## src/rtl/fx_pkg.sv

```systemverilog
// Shared Q8.8 fixed-point types and constants for the accumulator and
// its add/subtract datapath.
package fx_pkg;
  localparam int FX_WIDTH = 16;
  localparam int FX_FRAC  = 8;

  typedef logic signed [FX_WIDTH-1:0] fx_t;

  localparam fx_t FX_MAX = 16'h7FFF;
  localparam fx_t FX_MIN = 16'h8000;

  typedef enum logic [1:0] {
    IDLE,
    ACCUM,
    OUTPUT
  } acc_state_t;
endpackage

```

## src/rtl/fx_add_sub_sat.sv

```systemverilog
// Combinational two's-complement add/subtract with overflow detection and a
// saturated alternative result; shared with the team's combinational datapath.
module fx_add_sub_sat #(
  parameter int WIDTH = 16
) (
  input  logic [WIDTH-1:0] a_i,
  input  logic [WIDTH-1:0] b_i,
  input  logic             sub_i,
  output logic [WIDTH-1:0] r_o,
  output logic             ovf_o,
  output logic [WIDTH-1:0] sat_r_o
);
  localparam logic [WIDTH-1:0] SAT_MAX = {1'b0, {(WIDTH-1){1'b1}}};
  localparam logic [WIDTH-1:0] SAT_MIN = {1'b1, {(WIDTH-1){1'b0}}};

  logic [WIDTH-1:0] b_eff;

  // Subtraction as a + ~b + 1 keeps one adder and one overflow rule.
  assign b_eff = sub_i ? ~b_i : b_i;
  assign r_o   = a_i + b_eff + {{(WIDTH-1){1'b0}}, sub_i};
  assign ovf_o = (~r_o[WIDTH-1] &  a_i[WIDTH-1] &  b_eff[WIDTH-1]) |
                 ( r_o[WIDTH-1] & ~a_i[WIDTH-1] & ~b_eff[WIDTH-1]);
  // On overflow the true result has the sign of a, so clamp toward it.
  assign sat_r_o = ovf_o ? (a_i[WIDTH-1] ? SAT_MIN : SAT_MAX) : r_o;
endmodule

```

## src/rtl/fx_accum_seq.sv

```systemverilog
// Frame accumulator: sums a stream of signed terms, then presents the total,
// sticky overflow flag and beat count on an output handshake.
module fx_accum_seq
  import fx_pkg::*;
#(
  parameter int WIDTH    = 16,
  parameter int FRAC     = 8,
  parameter int CNT_W    = 8,
  parameter bit SATURATE = 1
) (
  input  logic             clk,
  input  logic             rst,
  input  logic             in_valid,
  output logic             in_ready,
  input  logic [WIDTH-1:0] in_data,
  input  logic             in_sub,
  input  logic             in_last,
  output logic             out_valid,
  input  logic             out_ready,
  output logic [WIDTH-1:0] out_data,
  output logic             out_ovf,
  output logic [CNT_W-1:0] out_count
);
  if (FRAC >= WIDTH) begin : g_frac_check
    $error("FRAC must be smaller than WIDTH");
  end

  acc_state_t       state_q, state_d;
  logic [WIDTH-1:0] acc_q, acc_d;
  logic [CNT_W-1:0] cnt_q, cnt_d;
  logic             ovf_q, ovf_d;

  logic [WIDTH-1:0] sum_r, sum_sat;
  logic             sum_ovf;
  logic             beat_acc, out_fire;

  fx_add_sub_sat #(.WIDTH(WIDTH)) u_add_sub (
    .a_i    (acc_q),
    .b_i    (in_data),
    .sub_i  (in_sub),
    .r_o    (sum_r),
    .ovf_o  (sum_ovf),
    .sat_r_o(sum_sat)
  );

  assign beat_acc = in_valid & in_ready;
  assign out_fire = out_valid & out_ready;

  always_ff @(posedge clk) begin
    if (rst) begin
      state_q <= IDLE;
      acc_q   <= '0;
      cnt_q   <= '0;
      ovf_q   <= 1'b0;
    end else begin
      state_q <= state_d;
      acc_q   <= acc_d;
      cnt_q   <= cnt_d;
      ovf_q   <= ovf_d;
    end
  end

  always_comb begin
    state_d = state_q;
    unique case (state_q)
      IDLE, ACCUM: if (beat_acc) state_d = in_last ? OUTPUT : ACCUM;
      OUTPUT:      if (out_fire) state_d = IDLE;
      default:     state_d = IDLE;
    endcase
  end

  // Frame datapath: clear on output handshake, fold in each accepted beat.
  always_comb begin
    acc_d = acc_q;
    cnt_d = cnt_q;
    ovf_d = ovf_q;
    if (out_fire) begin
      acc_d = '0;
      cnt_d = '0;
      ovf_d = 1'b0;
    end else if (beat_acc) begin
      acc_d = SATURATE ? sum_sat : sum_r;
      cnt_d = (cnt_q == {CNT_W{1'b1}}) ? cnt_q : cnt_q + 1'b1;
      ovf_d = ovf_q | sum_ovf;
    end
  end

  always_comb begin
    in_ready  = (state_q != OUTPUT);
    out_valid = (state_q == OUTPUT);
    out_data  = acc_q;
    out_ovf   = ovf_q;
    out_count = cnt_q;
  end
endmodule
```

## config.mk

```make
export PLATFORM = sky130hd
export DESIGN_NAME = fx_accum_seq
export DESIGN_NICKNAME = d
export VERILOG_FILES = /design/src/rtl/fx_pkg.sv /design/src/rtl/fx_add_sub_sat.sv /design/src/rtl/fx_accum_seq.sv
export SDC_FILE = /design/constraint.sdc
export NUM_CORES = 1
export LEC_CHECK = 0
export ABC_AREA = 1
export CAP_MARGIN = 10
export CORE_MARGIN = 3
export CORE_UTILIZATION = 54
export CTS_BUF_LIST = sky130_fd_sc_hd__clkbuf_8
export DETAILED_ROUTE_END_ITERATION = 16
export GPL_ROUTABILITY_DRIVEN = 0
export PLACE_DENSITY = 0.92
export REMOVE_ABC_BUFFERS = 1
export SLEW_MARGIN = 10
export SYNTH_ARGS = -nofsm -noshare
export SYNTH_HDL_FRONTEND = slang
export SYNTH_HIERARCHICAL = 1
export SYNTH_SLANG_ARGS = --single-unit
```

## constraint.sdc

```tcl
create_clock -name clk -period 3.5 [get_ports clk]
set_clock_uncertainty 0.15 [all_clocks]
set_input_delay 0.35 -clock clk [delete_from_list [all_inputs] [get_ports clk]]
set_output_delay 0.35 -clock clk [all_outputs]
set_load 0.05 [all_outputs]
```

==> flow_summary.ini <==
[logic_synthesis]
ys_warn_count = 6
syn_area_per_cell_um2 = 6.35
netlist_instances = 396
syn_area_um2 = 2520

[timing]
min_period_ns = 3.26
max_freq_mhz = 307
slew_headroom = 0.542
post-route-period-util = 0.931
rsz0062_at_grt = no
worst_slew_pin_slew_ns = 0.687
maxSlewViolCount = 0
setup_viol = 0
hold_viol_final = 0
layout_setup_ws_ns = 0.243

[power]
peakVddDrop_uv = 276
powerDensity_nw_per_um2 = 487
leakagePower_nw = 1.71

[global_route]
antenna_found_initial = 0
grt.total_usage = 0.261
grt_max_degree = 25
grt_pass1_vias = 2686
grt_overflow = 0
grt_pass1_wl_um = 11500

[hold_path]
min_path_cells = 2
min_to = out_ovf
hold_start = out_ovf
hold_class = reg -> reg

[routing]
routed_via_density = 5.31
detail_route.wl_per_cell_um = 13.9
remaining_drc_errors = 0
wirelength_um = 7340
wl_met3_um = 377
antenna_left = 0
met1_length_um = 2980
dr.pass1.iters = 5
wl_met2_um = 3720
vias = 2810
top_layer_used = met4
first_iter_violations = 187

[finish]
final_nets = 518
drive_above_1_share = 0.180
area_growth_pct = 34.9
layout.cells.non_filler = 529
fill_cells = 323
diodes = 0

[worst_setup_path]
end_kind = flop
worstPathMaxFanout = 9
slowest_delay_ns = 0.61
cp.required_ns = 3.51
r2r-end = out_data[7]
crit_top_cell = nand2_1
r2r_start = out_data[2]
crit_slowest_cell = fa_1
critPathKind = in -> reg
worstPathBufferInverterCount = 5
path_cells = dlymetal6s2s_1 -> buf_12 -> buf_6 -> buf_4 -> xor2_1 -> ha_1 -> nand2_1 -> nor2_1 -> nand2_1 -> nor2_2 -> nor3_2 -> fa_1 -> nand3_2 -> nand2_8 -> inv_8 -> nand3_1 -> nand2_1 -> nand2_1 -> a21oi_2
start_kind = input pin
reg2reg_slack_ns = 0.60
arrival_ns = 3.27
reg2regPathDepth = 18
path_delay_family = simple AND/OR/NAND/NOR gates

[place]
place_inst = 518
place_hpwl_um = 5290
io_buffers = 48
post-place-ws_ns = -0.259

[floorplan]
die_area_um2 = 5510
start_util = 0.570
io_pins = 49
die_w_um = 74.3
die-height_um = 74.3
fp.coreArea_um2 = 4410
rows = 24

[cts]
cts_tree = done
clk_pin_slew_ns = 0.11
cts_root_buf = clkbuf_8
cts-htree-levels = 1
cts_buffer_depth = 2
cts_buffers = 3
ctsHoldBuffers = 0
clk_latency_ns = 0.29
clock-sinks = 27

[status]
status = complete, no violations

[job]
timing.max_cap.violations = 0
## power by group
part | internal (mW) | total, mW | leakage [nW] | switching [mW]
combinational | 0.431 | 1.07 | 1.47 | 0.638
clock | 0.0814 | 0.199 | 0.0217 | 0.117
sequential | 0.347 | 0.387 | 0.221 | 0.0397
## metal layers
metal / track usage / vias up
li1: - / 1389
met1: 0.306 / 1267
met2: 0.457 / 125
met3: 0.0324 / 29
met4: 0.150 / 0
met5: 0 / -
## cells in the final DEF (no fill, tap or decap), types with 3 or more instances in the layout
cell type,count
nand2_4,4
xor2_1,14
nor2_1,19
nand4_1,6
ha_1,16
clkbuf_8,3
nand3_1,27
nand2_2,12
buf_4,36
nand2_1,132
dfxtp_1,27
a21oi_1,21
a21oi_2,12
clkdlybuf4s50_1,47
xnor2_1,4
o21ai_1,3
inv_1,64
nor2_2,3
## cell type report
cell class                 instances  area (µm²)  area share
clock inverter                     1        7.51     0.00221
timing repair buffer              86         785       0.231
sequential                        27         541       0.159
tap                               52        65.1      0.0192
clock buffer                       3        41.3      0.0122
multi-input combinational        293        1690       0.499
inverter                          67         262      0.0770
## repair_timing
item / 4_1_cts / 5_1_grt
setup buffers: 0 / 7
gates resized for setup: 0 / 14
endpoints found under the setup margin: 0 / 16
## worst reg2reg max path, cell delays in order, from the launching register on
cell and delay [ns]:
dfxtp_1 0.34, ha_1 0.32, nand2_1 0.09, inv_1 0.06
nand3_1 0.09, nand2_1 0.09, nand2_1 0.05, nand2_1 0.09
inv_1 0.08, nor2_2 0.11, nor3_2 0.06, fa_1 0.61
nand3_2 0.16, nand2_8 0.14, inv_8 0.05, nand3_1 0.09
nand2_1 0.06, nand2_1 0.09, a21oi_2 0.05
## state kept, by name, indices dropped and copies added (netlist names)
signal / count
state_q: 2
out_ovf: 1
out_count: 8
out_data: 16
## stage by stage
stage / cell area [µm²] / total power [mW] / setup TNS [ns] / util / hold WS, ns
global route: 3390 / 1.76 / 0 / 0.769 / 0.350
global placement: 3240 / 1.35 / -0.915 / 0.733 / 0.288
finish: 3390 / 1.65 / 0 / 0.769 / 0.327
detailed placement: 3240 / 1.39 / -2.92 / 0.733 / 0.316
CTS: 3280 / 1.60 / 0 / 0.744 / 0.332
floorplan: 2440 / 1.03 / 0 / - / 0.269
## worst max-delay path by stage
stage / depth (start not counted) / start / slack (ns) / endpoint
floorplan: 19 / out_data[2] / 0.40 / out_data[11]
global route: 22 / in_data[1] / 0.06 / out_data[7]
finish: 19 / in_sub / 0.24 / out_data[7]
detailed placement: 23 / in_sub / -0.26 / out_data[7]
global placement: 23 / in_sub / -0.09 / out_data[11]
CTS: 23 / in_sub / 0.04 / out_data[7]
(Power assumes the default switching activity.)
